## src/rtl/mips_pkg.sv

```systemverilog
// Shared MIPS constants for the fetch/execute slice.
//   - ALUOp encodings driven by the main control unit
//   - 4-bit ALU control codes consumed by alu_core
//   - R-type opcode and funct field encodings
package mips_pkg;

    // ALUOp from main control
    localparam logic [1:0] ALUOP_MEM = 2'b00;  // lw/sw address add
    localparam logic [1:0] ALUOP_BR  = 2'b01;  // beq compare via sub
    localparam logic [1:0] ALUOP_R   = 2'b10;  // R-type, decode funct

    // ALU control codes
    localparam logic [3:0] ALU_AND = 4'b0000;
    localparam logic [3:0] ALU_OR  = 4'b0001;
    localparam logic [3:0] ALU_ADD = 4'b0010;
    localparam logic [3:0] ALU_SUB = 4'b0110;
    localparam logic [3:0] ALU_SLT = 4'b0111;
    localparam logic [3:0] ALU_NOR = 4'b1100;
    localparam logic [3:0] ALU_NOP = 4'b1111;

    // Opcode / funct
    localparam logic [5:0] OP_RTYPE = 6'b000000;
    localparam logic [5:0] FN_ADD   = 6'b100000;
    localparam logic [5:0] FN_SUB   = 6'b100010;
    localparam logic [5:0] FN_AND   = 6'b100100;
    localparam logic [5:0] FN_OR    = 6'b100101;
    localparam logic [5:0] FN_NOR   = 6'b100111;
    localparam logic [5:0] FN_SLT   = 6'b101010;

endpackage

```

## src/rtl/imem_alu_exec_alu_core.sv

```systemverilog
// Purely combinational 32-bit ALU.
//   ctrl : 4-bit ALU control code (mips_pkg ALU_*)
//   a, b : operands
//   y    : result; unknown codes (including ALU_NOP) give 0
module alu_core
    import mips_pkg::*;
(
    input  logic [3:0]  ctrl,
    input  logic [31:0] a,
    input  logic [31:0] b,
    output logic [31:0] y
);

    always_comb begin
        y = 32'd0;
        case (ctrl)
            ALU_AND: y = a & b;
            ALU_OR:  y = a | b;
            ALU_ADD: y = a + b;     // wraps, no overflow detection
            ALU_SUB: y = a - b;
            ALU_SLT: y = {31'd0, $signed(a) < $signed(b)};
            ALU_NOR: y = ~(a | b);
            default: y = 32'd0;
        endcase
    end

endmodule

```

## src/rtl/imem_alu_exec.sv

```systemverilog
// Fetch-and-execute slice: instruction ROM with registered read, ALU
// control decode, and a registered ALU result.
//   clk         : rising-edge clock
//   reset       : asynchronous active-low reset
//   pc_addr     : byte address; bits [1:0] and bits above the ROM index ignored
//   alu_op      : ALUOp from main control
//   operand_a/b : ALU operands
//   instruction : fetched word, one cycle after pc_addr
//   alu_ctrl    : combinational decode of alu_op + instruction funct
//   alu_result  : registered ALU output
//   zero        : alu_result == 0
module imem_alu_exec
    import mips_pkg::*;
#(
    parameter int MEM_WORDS = 64,
    // ROM image is the built-in program; the name is carried so the
    // block drops in where a file-loaded image is configured.
    parameter     MEM_FILE  = ""
) (
    input  logic        clk,
    input  logic        reset,
    input  logic [31:0] pc_addr,
    input  logic [1:0]  alu_op,
    input  logic [31:0] operand_a,
    input  logic [31:0] operand_b,
    output logic [31:0] instruction,
    output logic [3:0]  alu_ctrl,
    output logic [31:0] alu_result,
    output logic        zero
);

    localparam int AW = $clog2(MEM_WORDS);

    logic [AW-1:0] rom_idx;
    logic [31:0]   alu_y;
    logic          unused_addr;

    // Only word index bits select the ROM word; the rest wrap away.
    assign rom_idx     = pc_addr[AW+1:2];
    assign unused_addr = ^{pc_addr[31:AW+2], pc_addr[1:0]};

    // Default program; every other word reads as 0.
    function automatic logic [31:0] rom_word(input logic [AW-1:0] idx);
        case (int'(idx))
            0:       return 32'h0022_1820;  // add $3,$1,$2
            1:       return 32'h0022_2022;  // sub $4,$1,$2
            2:       return 32'h0022_2824;  // and $5,$1,$2
            3:       return 32'h0022_3025;  // or  $6,$1,$2
            4:       return 32'h0022_3827;  // nor $7,$1,$2
            5:       return 32'h0022_402A;  // slt $8,$1,$2
            default: return 32'h0000_0000;
        endcase
    endfunction

    always_comb begin
        alu_ctrl = ALU_NOP;
        case (alu_op)
            ALUOP_MEM: alu_ctrl = ALU_ADD;
            ALUOP_BR:  alu_ctrl = ALU_SUB;
            ALUOP_R: begin
                case (instruction[5:0])
                    FN_ADD:  alu_ctrl = ALU_ADD;
                    FN_SUB:  alu_ctrl = ALU_SUB;
                    FN_AND:  alu_ctrl = ALU_AND;
                    FN_OR:   alu_ctrl = ALU_OR;
                    FN_NOR:  alu_ctrl = ALU_NOR;
                    FN_SLT:  alu_ctrl = ALU_SLT;
                    default: alu_ctrl = ALU_NOP;
                endcase
            end
            default:   alu_ctrl = ALU_NOP;
        endcase
    end

    alu_core u_alu (
        .ctrl (alu_ctrl),
        .a    (operand_a),
        .b    (operand_b),
        .y    (alu_y)
    );

    always_ff @(posedge clk or negedge reset) begin
        if (!reset) begin
            instruction <= 32'd0;
            alu_result  <= 32'd0;
        end else begin
            instruction <= rom_word(rom_idx);
            alu_result  <= alu_y;
        end
    end

    assign zero = (alu_result == 32'd0);

endmodule

```

## config.mk

```make
export PLATFORM = sky130hd
export DESIGN_NAME = imem_alu_exec
export DESIGN_NICKNAME = d
export VERILOG_FILES = /design/src/rtl/mips_pkg.sv /design/src/rtl/imem_alu_exec_alu_core.sv /design/src/rtl/imem_alu_exec.sv
export SDC_FILE = /design/constraint.sdc
export NUM_CORES = 1
export LEC_CHECK = 0
export CAP_MARGIN = 20
export CORE_MARGIN = 5
export CORE_UTILIZATION = 30
export CTS_CLUSTER_DIAMETER = 120
export DETAILED_ROUTE_END_ITERATION = 7
export SYNTH_ARGS = -nofsm -noshare
export SYNTH_HDL_FRONTEND = slang
export SYNTH_SLANG_ARGS = --single-unit
export TNS_END_PERCENT = 30
```

## constraint.sdc

```tcl
create_clock -name clk -period 5.3 [get_ports clk]
set_input_delay 1.06 -clock clk [delete_from_list [all_inputs] [get_ports clk]]
set_output_delay 1.06 -clock clk [all_outputs]
set_load 0.05 [all_outputs]
```

==> results of run 1 <==
-- cells in the mapped netlist (all sizes together), types with 7 or more instances --
cell	n	area, sq um
buf	50	309
o21a	7	53.8
nand2b	12	75.1
a21o	12	90.1
nor2b	11	68.8
nor2	53	201
o221a	10	113
o21bai	11	82.6
nor4	20	138
inv	99	372
clkbuf	29	109
a31oi	9	56.3
nor3	9	45.0
dfrtp	40	1000
o31ai	17	148
or3	8	50.1
a22oi	21	158
ha	96	1200
o31a	7	61.3
a221oi	20	175
o21ai	71	359
a21oi	78	398
nand2	72	270
nand3	17	85.1
o211ai	10	75.1
-- layout make-up --
| cell class | count | area (sq um) |
|---|---|---|
| Fill cell | 2293 | 13700 |
| Clock inverter | 2 | 15.0 |
| Timing Repair Buffer | 130 | 1300 |
| Multi-Input combinational cell | 700 | 4990 |
| Inverter | 100 | 375 |
| Clock buffer | 6 | 139 |
| Tap cell | 280 | 350 |
| Sequential cell | 40 | 1000 |
-- kinds of logic after synthesis --
| logic type | after synthesis | share of synthesized area (%) |
|---|---|---|
| multiplexers | 1 | 0.150 |
| adder cells (fa/ha/maj) | 98 | 18.6 |
| AO/OA/AOI/OAI | 344 | 36.8 |
| other | 1 | 0.0562 |
| XOR/XNOR | 2 | 0.262 |
| buffers and inverters | 179 | 11.9 |
| flip-flops | 40 | 15.0 |
| AND/OR/NAND/NOR | 234 | 17.3 |
-- worst max-delay path, cell delays in order --
cell and delay, ps:
clkdlybuf4s50_1 500, or3b_1 520, nor2_1 320, a21oi_1 160, clkdlybuf4s50_1 740
-- where the power goes --
group	internal, mW	switching, mW	leakage, nW	total, mW
combinational	0.328	0.586	3.01	0.914
clock	0.188	0.135	0.0691	0.322
sequential	0.347	0.0299	0.503	0.377
total	0.862	0.751	3.58	1.61
-- sequential cells by signal (all words and copies together) (netlist names) --
name         cells
instruction      8
alu_result      32
-- final timing paths --
path	end	start	slack [ps]	cells past startpoint
setup reg to reg	alu_result[26]	instruction[17]	2330	8
setup / recovery	alu_ctrl[2]	alu_op[0]	940	5
hold / removal	instruction[2]	reset	600	1
min in group clk	alu_result[1]	instruction[2]	790	2
max in group asynchronous	alu_result[17]	reset	4250	2
hold reg to reg	alu_result[1]	instruction[2]	790	2
-- cells in the final DEF, fill, tap and decap left out, types with 6 or more instances in the layout --
cell               n
a211o_1            6
a211oi_1           6
a21o_1            12
a21oi_1           75
a221oi_1          20
a22oi_1           21
a31oi_1            9
and3_1             6
buf_4              7
clkdlybuf4s50_1  120
conb_1            21
dfrtp_1           40
ha_1              96
inv_1             97
nand2_1           72
nand2b_1          12
nand3_1           17
nor2_1            52
nor2b_1           11
nor3_1             9
nor4_1            18
o211ai_1          10
o21a_1             6
o21ai_0           61
o21ai_1            9
o21bai_1          11
o221a_2           10
o31a_1             7
o31ai_1           12
or3_1              8
-- layer usage --
metal  share of wire [%]  vias up  GRT usage [%]
met4                 1.5        0           2.83
met3                 9.3       24           3.91
li1                    -     3406              -
met1                  47     3183           23.3
met2                  43      284           25.1
met5                   0        -              0
-- stage by stage --
stage / hold slack [ps] / std cells / total power, mW / worst slack [ps]
after floorplan: 764 / 919 / 1.00 / 1800
after global routing: 607 / 1258 / 1.72 / 814
after detailed placement: 777 / 1249 / 1.29 / 956
after CTS: 788 / 1257 / 1.62 / 945
final: 604 / 1258 / 1.61 / 939
after global placement: 761 / 1249 / 1.28 / 929
==> results.json, run 1 <==
{
  "status": "finished clean",
  "wl_per_cell_um": 17.2,
  "worstPathArrival_ps": 3300,
  "htree_levels": 2,
  "worstPathRequired_ps": 4240,
  "path_max_fanout": 5,
  "die-area_sq_mm": 0.0253,
  "cts_tree": "done",
  "track_usage_pct": 16.3,
  "wl_um": 21700,
  "fin_setup_tns_ps": 0,
  "cts-root-buf": "clkbuf_16",
  "layout_worst_path_cycle_share_pct": 82.3,
  "antenna_found_initial": 0,
  "start_kind": "primary input",
  "start_util_pct": 30.5,
  "vias": 6897,
  "cts_setup_buffers": 0,
  "postSynthAreaPerCell_sq_um": 7.43,
  "dieWidth_um": 159,
  "fin_nets": 1175,
  "cts_max_path_buffers": 2,
  "io_buffer_count": 121,
  "cts_made_buffers": 5,
  "ys_ff_latch": 40,
  "antenna_cells": 0,
  "slew_viol_final": 0,
  "rsz0062_at_grt": "false",
  "cts_resized": 0,
  "setup_violations": 0,
  "syn_inst": 899,
  "cts_hold_buf": 0,
  "gp_congestion": 0.927,
  "synth_ff_type": "dfrtp_1",
  "cellLeakagePower_nw": 3.58,
  "worstSetupPathType": "primary input to output pin",
  "synth.distinct_cells": 82,
  "rows": 54,
  "drc": 0,
  "detail-route-antenna-nets": 0,
  "clock.fmax_mhz": 229,
  "async_flop_share_pct": 100,
  "gr-total-overflow": 0,
  "netlist_area_sq_mm": 0.00668,
  "final_hold_viol_count": 0,
  "skew_ps": 8.08,
  "end_kind": "output pin",
  "viasPerCell": 5.48,
  "tightest_slew_ps": 865,
  "grt_max_degree": 65,
  "coreArea_sq_mm": 0.0219,
  "post-route-min-period_ps": 4360,
  "hold_class": "primary input to asynchronous set/reset pin",
  "io_pins": 169,
  "drive_above_1_share_pct": 5.83,
  "firstDrtPassIters": 5,
  "die_y_um": 159,
  "fin_util_pct": 37.3,
  "clk_latency_ps": 290,
  "grt_pass1_vias": 6545,
  "final_area_sq_mm": 0.00817,
  "drt_iter0_drc": 523,
  "placed_area_sq_mm": 0.00800,
  "area_growth_pct": 22.4,
  "synth_edf_count": 0,
  "dp_hpwl_um": 17100,
  "clk_pin_slew_worst_paths_ps": 60,
  "clock-sinks": 40,
  "ys_seq_area_share_pct": 15.0,
  "slew_headroom_pct": 42.3,
  "yosysWarnings": 0,
  "cap_violations": 0,
  "power.density_mw_per_mm2": 197,
  "grt_pass1_wl_um": 35000,
  "vdd_drop_max_mv": 0.121
}
Power figures use the tool's default switching activity.
==> run 2, diff against run 1 <==
==> constraint.sdc (replaced) <==
create_clock -name clk -period 3.95 [get_ports clk]
set_input_delay 0.79 -clock clk [delete_from_list [all_inputs] [get_ports clk]]
set_output_delay 0.79 -clock clk [all_outputs]
set_load 0.05 [all_outputs]
==> run 2 against run 1 <==
Compared with the run above:
- sequential share of layout area fell by 0.50 points
- wire length is 2.8% higher
- via count grew 2.2%
- die area unchanged
- highest routed layer unchanged
==> results.json, run 2 (synthesized netlist as in run 1, its figures left out) <==
{
  "status": "finished clean",
  "viasPerCell": 5.42,
  "track_usage_pct": 16.8,
  "tightest_slew_ps": 740,
  "cap_violations": 0,
  "most-common-layout-cells": "clkdlybuf4s50_1 (118), inv_1 (97), ha_1 (96), a21oi_1 (75), nand2_1 (72)",
  "layout_worst_path_cycle_share_pct": 92.8,
  "fin_util_pct": 38.9,
  "max_flop_register": "alu_result",
  "grt_max_degree": 41,
  "layout_commonest_cell": "clkdlybuf4s50_1",
  "grt_pass1_wl_um": 36100,
  "largest_register_ffs": 32,
  "cts-root-buf": "clkbuf_16",
  "hold_class": "primary input to asynchronous set/reset pin",
  "coreArea_sq_mm": 0.0219,
  "fin_ws_ps": 283,
  "start_util_pct": 30.5,
  "dp_hpwl_um": 18100,
  "m1WireLength_um": 10700,
  "cts_max_path_buffers": 2,
  "reg2reg_setup_slack_ps": 1230,
  "end_kind": "flip-flop",
  "cts_tree": "done",
  "vdd_drop_max_mv": 0.140,
  "reg_top3": "alu_result (32), instruction (8)",
  "cts_resized": 0,
  "fin_setup_tns_ps": 0,
  "clock.fmax_mhz": 273,
  "wl_um": 22300,
  "final_area_sq_mm": 0.00852,
  "clk_pin_slew_worst_paths_ps": 60,
  "firstDrtPassIters": 5,
  "worstPathArrival_ps": 3870,
  "final_hold_viol_count": 0,
  "cts_setup_buffers": 0,
  "antenna_found_initial": 0,
  "reg2reg_from": "instruction[17]",
  "placed_area_sq_mm": 0.00834,
  "wl_met2_um": 9600,
  "clock-sinks": 40,
  "dieWidth_um": 159,
  "die-area_sq_mm": 0.0253,
  "die_y_um": 159,
  "gr-total-overflow": 0,
  "drc": 0,
  "power.density_mw_per_mm2": 262,
  "gp_congestion": 0.911,
  "r2r-end": "alu_result[29]",
  "cts_hold_buf": 0,
  "met3_length_um": 1760,
  "clk_latency_ps": 290,
  "fin_nets": 1217,
  "area_growth_pct": 27.6,
  "rsz0062_at_grt": "false",
  "wl_per_cell_um": 17.2,
  "skew_ps": 5.51,
  "worst-r2r-cell-count": 7,
  "path_max_fanout": 6,
  "detail-route-antenna-nets": 0,
  "cellLeakagePower_nw": 3.79,
  "slew_headroom_pct": 50.2,
  "io_pins": 169,
  "drt_iter0_drc": 440,
  "vias": 7052,
  "start_kind": "primary input",
  "worstPathRequired_ps": 4150,
  "setup_violations": 0,
  "preCtsSetupSlack_ps": 27.4,
  "slew_viol_final": 0,
  "rows": 54,
  "maxUsedRoutingLayer": "met4",
  "worstSetupPathType": "primary input to flip-flop",
  "htree_levels": 2,
  "cts_made_buffers": 5,
  "grt_pass1_vias": 6732,
  "io_buffer_count": 121,
  "post-route-min-period_ps": 3670,
  "drive_above_1_share_pct": 9.90,
  "antenna_cells": 0
}
[run 2: cell types whose count changed in the layout (fill, tap and decap cells not counted)]
cell / delta
buf_12: +3
buf_4: +41
clkdlybuf4s50_1: -2
[run 2: power by group]
group / internal, mW / switching (mW)
Clock: 0.252 / 0.186
Sequential: 0.465 / 0.0430
Combinational: 0.485 / 0.801
[run 2: area by class of cell]
class | count | area [sq um]
Sequential cell | 40 | 1000
Clock buffer | 6 | 139
Inverter | 100 | 375
Clock inverter | 2 | 15.0
Timing Repair Buffer | 172 | 1650
Tap cell | 280 | 350
Multi-Input combinational cell | 700 | 4990
Fill cell | 2251 | 13400
[run 2: metrics by stage]
stage,total power [mW],hold slack (ps),instances
4_1_cts,2.24,707,1299
3_3_place_gp,1.78,752,1291
5_1_grt,2.37,445,1300
3_5_place_dp,1.79,750,1291
2_1_floorplan,1.35,494,919
6_report,2.23,414,1300
[run 2: routing by layer]
| metal | vias up | track usage (%) |
|---|---|---|
| met5 | - | 0 |
| met4 | 0 | 2.64 |
| met3 | 19 | 3.62 |
| met2 | 254 | 26.1 |
| met1 | 3285 | 24.3 |
| li1 | 3494 | - |
[run 2: worst max-delay path by stage]
stage                            start             end  slack, ps  cells after the start
after floorplan           operand_a[0]  alu_result[28]        900                     11
after global placement    operand_a[0]  alu_result[30]         50                     12
after detailed placement  operand_a[0]  alu_result[30]         30                     12
after CTS                 operand_a[0]  alu_result[30]        290                     12
after global routing      operand_a[0]  alu_result[28]        150                     12
final                     operand_a[0]  alu_result[30]        280                     12
[run 2: worst max-delay path, cell delays in order]
cell and delay (ps):
clkdlybuf4s50_1 520, inv_1 80, ha_1 230, fa_1 390
o21bai_1 190, o211ai_1 180, a211oi_1 320, nor2_2 140
o21a_2 300, o221a_2 310, o2111a_1 250, a31oi_1 160
